--- config.mk ---
export PLATFORM = sky130hd
export DESIGN_NAME = gray_code_counter
export DESIGN_NICKNAME = d
export VERILOG_FILES = /design/src/rtl/gray_pkg.sv /design/src/rtl/bin_to_gray.sv /design/src/rtl/gray_code_counter.sv
export SDC_FILE = /design/constraint.sdc
export NUM_CORES = 1
export LEC_CHECK = 0
export ABC_AREA = 0
export BUFFER_PORTS_ARGS = -buffer_cell sky130_fd_sc_hd__buf_2
export CORE_AREA = 2 2 39 41
export CTS_CLUSTER_DIAMETER = 40
export DETAILED_ROUTE_END_ITERATION = 6
export DIE_AREA = 0 0 41 43
export PLACE_DENSITY_LB_ADDON = 0.08
export SYNTH_ARGS = -nofsm -noshare
export SYNTH_HDL_FRONTEND = slang
export SYNTH_SLANG_ARGS = --single-unit
--- constraint.sdc ---
create_clock -name clk -period 4.7 [get_ports clk]
set_input_delay 0.47 -clock clk [delete_from_list [all_inputs] [get_ports clk]]
set_output_delay 0.47 -clock clk [all_outputs]
set_load 0.005 [all_outputs]
--- src/rtl/gray_pkg.sv ---
// Shared definitions for the Gray-code counter: default width, handshake state
// encoding and the binary-to-Gray mapping used by the RTL and its bench.
package gray_pkg;

   localparam int GRAY_WIDTH   = 4;
   localparam int GRAY_MAX_W   = 16;

   // IDLE: no code offered downstream. VALID: gray_out is offered and held.
   typedef enum logic {
      ST_IDLE  = 1'b0,
      ST_VALID = 1'b1
   } state_t;

   function automatic logic [GRAY_MAX_W-1:0] bin2gray(input logic [GRAY_MAX_W-1:0] b);
      return b ^ (b >> 1);
   endfunction

endpackage

--- src/rtl/bin_to_gray.sv ---
// Combinational binary-to-Gray converter; the counter registers its output so
// gray_out tracks cnt on the same edge.
module bin_to_gray
   import gray_pkg::*;
#(
   parameter int WIDTH = GRAY_WIDTH
) (
   input  logic [WIDTH-1:0] bin,
   output logic [WIDTH-1:0] gray
);

   logic [GRAY_MAX_W-1:0] bin_ext;

   assign bin_ext = GRAY_MAX_W'(bin);
   assign gray    = WIDTH'(bin2gray(bin_ext));

endmodule

--- src/rtl/gray_code_counter.sv ---
// Up/down binary counter that presents its Gray-coded value on a valid/ready
// output and advances only when that value is accepted downstream.
module gray_code_counter
   import gray_pkg::*;
#(
   parameter int WIDTH = GRAY_WIDTH
) (
   input  logic             clk,
   input  logic             rst_n,
   input  logic             en,
   input  logic             up_dn,
   input  logic             load,
   input  logic [WIDTH-1:0] load_val,
   input  logic             out_ready,
   output logic             out_valid,
   output logic [WIDTH-1:0] gray_out,
   output logic             wrap
);

   // Handshake: a transfer happens on any rising edge with out_valid=1 and
   // out_ready=1. Once raised, out_valid and gray_out hold until that transfer
   // (or a load/reset); the counter advances only on a transfer.
   state_t           state, state_nxt;
   logic [WIDTH-1:0] cnt, cnt_nxt, gray_nxt;
   logic             wrap_nxt;

   localparam logic [WIDTH-1:0] CNT_MAX = {WIDTH{1'b1}};

   always_comb begin
      state_nxt = state;
      cnt_nxt   = cnt;
      wrap_nxt  = 1'b0;
      if (load) begin
         // Load overrides any pending handshake, including one completing now.
         cnt_nxt   = load_val;
         state_nxt = ST_IDLE;
      end else begin
         case (state)
            ST_IDLE: begin
               if (en) state_nxt = ST_VALID;
            end
            ST_VALID: begin
               if (out_ready) begin
                  if (up_dn) begin
                     cnt_nxt  = cnt + 1'b1;
                     wrap_nxt = (cnt == CNT_MAX);
                  end else begin
                     cnt_nxt  = cnt - 1'b1;
                     wrap_nxt = (cnt == '0);
                  end
                  state_nxt = en ? ST_VALID : ST_IDLE;
               end
            end
            default: state_nxt = ST_IDLE;
         endcase
      end
   end

   bin_to_gray #(.WIDTH(WIDTH)) u_bin_to_gray (
      .bin  (cnt_nxt),
      .gray (gray_nxt)
   );

   always_ff @(posedge clk or negedge rst_n) begin
      if (!rst_n) begin
         state    <= ST_IDLE;
         cnt      <= '0;
         gray_out <= '0;
         wrap     <= 1'b0;
      end else begin
         state    <= state_nxt;
         cnt      <= cnt_nxt;
         gray_out <= gray_nxt;
         wrap     <= wrap_nxt;
      end
   end

   assign out_valid = (state == ST_VALID);

endmodule
# Word level (Yosys, flattened, before mapping)
# Cells that the tools add are included.
# totals
output_inout_bits,6
input_bits,10
elab_cells,22
reg_bits,10
# op_classes
add_sub_neg,2
n_bitwise,2
n_mux,12
reduce_logical,1
eq_ne,1
# op_table
cell,n
two-way mux 4 bit,4
two-way mux 1 bit,7
"adder 4 x 1 -> 4 bit, second input constant",1
"== test 4 bit, second input constant",1
zero test 4 bit,1
"subtractor 4 x 1 -> 4 bit, second input constant",1
XOR 4 x 3 -> 4 bit,1
case mux 1 bit (2 select lines),1
inverter 1 bit,1

# Logic depth before layout (Yosys ltp)
# depth
word_depth,6
depth_mapped,7

# By module
# From an unflattened synthesis, not the netlist that was laid out.
# hier_totals
hier_cells,52
hier_area_um2,516.7
# by_module_without_submodules
module,seq_area_each_um2,area_per_inst_um2,cells_each,n_inst
gray_code_counter,250.2,483.0,48,1
bin_to_gray,0.0,33.8,4,1

# Least setup slack after synthesis
# No wires, ideal clock.
# synth_path
path_kind,input to register
startpoint,in up_dn
endpoint,reg gray_out[1]
n_path_buf,0
t_arrival_ns,1.470
setup_time_ns,0.128
cell_stages,6
path_slack_ns,3.102
required_time_ns,4.572
path_cell_list,fa_1 -> xnor2_1 -> nand3_1 -> a21oi_1 -> a21oi_2 -> xnor2_1
# synth_via
elab_chain_cells,5
# synth_rtl
element,line,rtl
from (decl),gray_code_counter.sv:11,"input logic up_dn,"
two-way mux 4 bit,gray_code_counter.sv:44,if (up_dn) begin
two-way mux 4 bit,gray_code_counter.sv:43,if (out_ready) begin
two-way mux 4 bit,gray_code_counter.sv:38,case (state)
two-way mux 4 bit,gray_code_counter.sv:33,if (load) begin
XOR 4 x 3 -> 4 bit,gray_pkg.sv:15,return b ^ (b >> 1);
net gray_nxt[1],gray_code_counter.sv:24,"logic [WIDTH-1:0] cnt, cnt_nxt, gray_nxt;"
to (signal assigned),gray_code_counter.sv:73,gray_out <= gray_nxt;
to (decl),gray_code_counter.sv:16,"output logic [WIDTH-1:0] gray_out,"
# The timed path passes the listed nets, and every way through them passes these cells.

# Worst setup path in the final report
# layout_path
startpoint,reg cnt[0]
endpoint,reg gray_out[0]
# layout_via
elab_chain_cells,6
word_cells_on_any_way,7
# layout_rtl
element,line,rtl
from (decl),gray_code_counter.sv:24,
from (signal assigned),gray_code_counter.sv:72,cnt <= cnt_nxt;
subtractor 4 x 1 -> 4 bit or adder 4 x 1 -> 4 bit (tied branches),"gray_code_counter.sv:48, gray_code_counter.sv:45",
two-way mux 4 bit (*),gray_code_counter.sv:44,
two-way mux 4 bit (*),gray_code_counter.sv:43,
two-way mux 4 bit (*),gray_code_counter.sv:38,
two-way mux 4 bit (*),gray_code_counter.sv:33,
net cnt_nxt[1],gray_code_counter.sv:24,
XOR 4 x 3 -> 4 bit (*),gray_pkg.sv:15,
net gray_nxt[0],gray_code_counter.sv:24,
# The timed path passes the listed nets; every way through them passes the cells marked *.

==> reports/results.ini <==
[timing]
fin_crit_sh_pct = 35.37
grt_setup_unrepaired = false
hold_viol_final = 0
fin_skew_ns = 0.0006709
min_period_ns = 1.663
setup_viol = 0
slew_headroom_pct = 79.87
slew_violations = 0
timing.setup.tns_ns = 0
timing.fmax_ghz = 0.6015
setup_ws_ns = 3.037
tightestPinTransition_ns = 0.2999

[detailed_routing]
drc_errors = 0
drtIter0Drc = 0
routed_wl_um = 973
final_antenna_net_count = 0
first_pass_iters = 1
wl_per_cell_um = 11.06
via_per_inst = 4.727
vias = 416

[clocking]
cts_sinks = 9
clock_tree.buffer_depth = 2
clkTransAtPathRegs_ns = 0.06
postCtsSetupBuffers = 0
cts_tree = built
ctsResizeCount = 0
clock_latency_ns = 0.26
clock-root-buffer = clkbuf_4
hold_buffers = 0
cts_buffers = 3
htreeDepth = 1

[critical_path]
cp_slowest_stage_delay_ns = 0.44
path_max_fanout = 4
crit_type = flop to flop
r2r_cells = 6
start_kind = flop
worst_ep_required_time_ns = 4.88
crit_family = adder cells
crit-reg2reg-launch = cnt[0]
ff2ff_setup_slack_ns = 3.04
crit_arrival_ns = 1.84
critPathBufInv = 1
crit_slowest_cell = fa_1
crit_chain = inv_1 -> fa_1 -> nor2_1 -> a21oi_1 -> o21ai_1 -> xor2_1
reg2reg_to = gray_out[0]
path_depth = 6
endpoint_kind = flop

[final_layout]
drive_gt1_share_pct = 29.17
area_growth_pct = 19.76
layoutNonFillerInstCount = 88
ff_latch_area_sq_um = 225.2
fillers = 147
nNetsFinal = 86
multi_input_area_sq_um = 252.7
n_antenna_cell = 0

[synthesis]
netlist_area_sq_um = 519.2
synth-seq-area-share_pct = 43.37
synthTopCellsByCount = 9 x dfrtp_1, 6 x inv_1, 5 x a21oi_1
synthCells = 55
synth.avg_cell_area_sq_um = 9.441
post-synth-top-count-cell = dfrtp_1
synth_top_cell_by_area = dfrtp_1
synth_area_leaders = dfrtp_1 43%, xnor2_1 6.7%, a21oi_1 4.8%, ha_1 4.8%, inv_1 4.3%
synth_ff_type = dfrtp_1
synth_nets = 68
synth_warnings = 0
synth_seq_cells = 9
synth_top_area_share_pct = 43.37
synth_cell_types = 24
synth_edf_count = 0
synthArstFlopShare_pct = 100.0

[placed_design]
io_buffers = 15
dp_slack_ns = 2.833
dp_cells = 84
place_congestion = 0.7245

[grt]
grt.overflow.total = 0
grt_max_degree = 15
first_global_vias = 410
antenna_found_initial = 0
grt_pass1_wl_mm = 1.738
grt_usage_pct = 15.12

[run]
drv_cap = 0

[floorplan]
die_y_um = 43
boundaryPins = 16
die_x_um = 41
core_area_sq_mm = 0.001384
row_count = 14
die_area_sq_mm = 0.001763
start_util_pct = 37.52

[outcome]
status = complete, no violations

[power]
power_density_mw_per_mm2 = 333.3
ir_drop_mv = 0.1582
leakage_nw = 0.3066

[worst_hold_path]
hold_path_class = primary input to async pin

[report_power, final]
part           internal, mW  switching [mW]  total (mW)
logic                0.0246          0.0292      0.0538
clock network        0.0327          0.0260      0.0586
registers            0.0887         0.00612      0.0948
total                 0.146          0.0613       0.207
[worst max path at each step]
stage                     startpoint           to  slack [ns]
after floorplan                up_dn  gray_out[1]        3.10
after global placement         up_dn  gray_out[1]        2.84
after detailed placement       up_dn  gray_out[1]        2.83
after CTS                     cnt[0]  gray_out[0]        2.99
after global routing          cnt[0]  gray_out[0]        2.85
final                         cnt[0]  gray_out[0]        3.04
[flip-flops by register name, indices dropped and copies added, names as in the netlist]
register,cells
cnt,4
gray_out,3
out_valid,1
wrap,1
[cell usage in the layout (no fill, tap or decap)]
cell type  Yosys  routed
ha_1           2       2
fa_1           1       1
clkbuf_4       0       3
xnor2_1        4       4
nor2_1         3       3
buf_2          0      15
clkbuf_1       0       1
nand2_2        1       1
a21oi_2        1       1
nor3b_1        1       1
or3_1          1       1
nand3_1        2       2
o21ai_1        3       3
nand2_1        4       4
a21o_1         1       1
or4_1          1       1
inv_1          6       6
nand4_1        1       1
dfrtp_1        9       9
a31oi_1        1       1
a21oi_1        5       5
nor4_1         1       1
nor3_1         3       3
nand3_2        1       1
xor2_1         1       1
[through the flow]
| step | utilization (%) | hold slack [ns] | power, mW | instance area (sq um) |
|---|---|---|---|---|
| 2_1_floorplan | - | 0.1744 | 0.1323 | 519.2 |
| 6_report | 44.94 | 0.05143 | 0.2072 | 621.8 |
| 4_1_cts | 44.94 | 0.04599 | 0.2120 | 621.8 |
| 3_5_place_dp | 43.04 | 0.3315 | 0.1505 | 595.6 |
| 5_1_grt | 44.94 | 0.06125 | 0.2236 | 621.8 |
| 3_3_place_gp | 43.04 | 0.3320 | 0.1506 | 595.6 |
[metal layers]
layer  GRT usage, %  vias to the layer above  part of all wire, %
li1               -                      223                    -
met3          2.094                        2                  4.2
met2          20.00                        8                   46
met5              0                        -                    0
met4          12.00                        0                 0.82
met1          21.09                      183                   49
[kinds of logic (layout without fill, tap and decap cells)]
logic type,count (synthesis),in the layout,synth area share (%)
flops,9,9,43.37
xor+xnor,5,5,8.433
compound gates,11,11,12.05
simple gates,19,19,19.52
fa+ha+maj,3,3,8.674
buf+inv,8,25,7.952
[layout make-up]
type,count,share of cell area (%)
Multi-Input combinational cell,38,40.64
Sequential cell,9,36.22
Timing Repair Buffer,15,12.07
Clock buffer,4,4.225
Inverter,6,3.622
Tap cell,16,3.219
No activity file was read; power rests on OpenSTA's default activity.
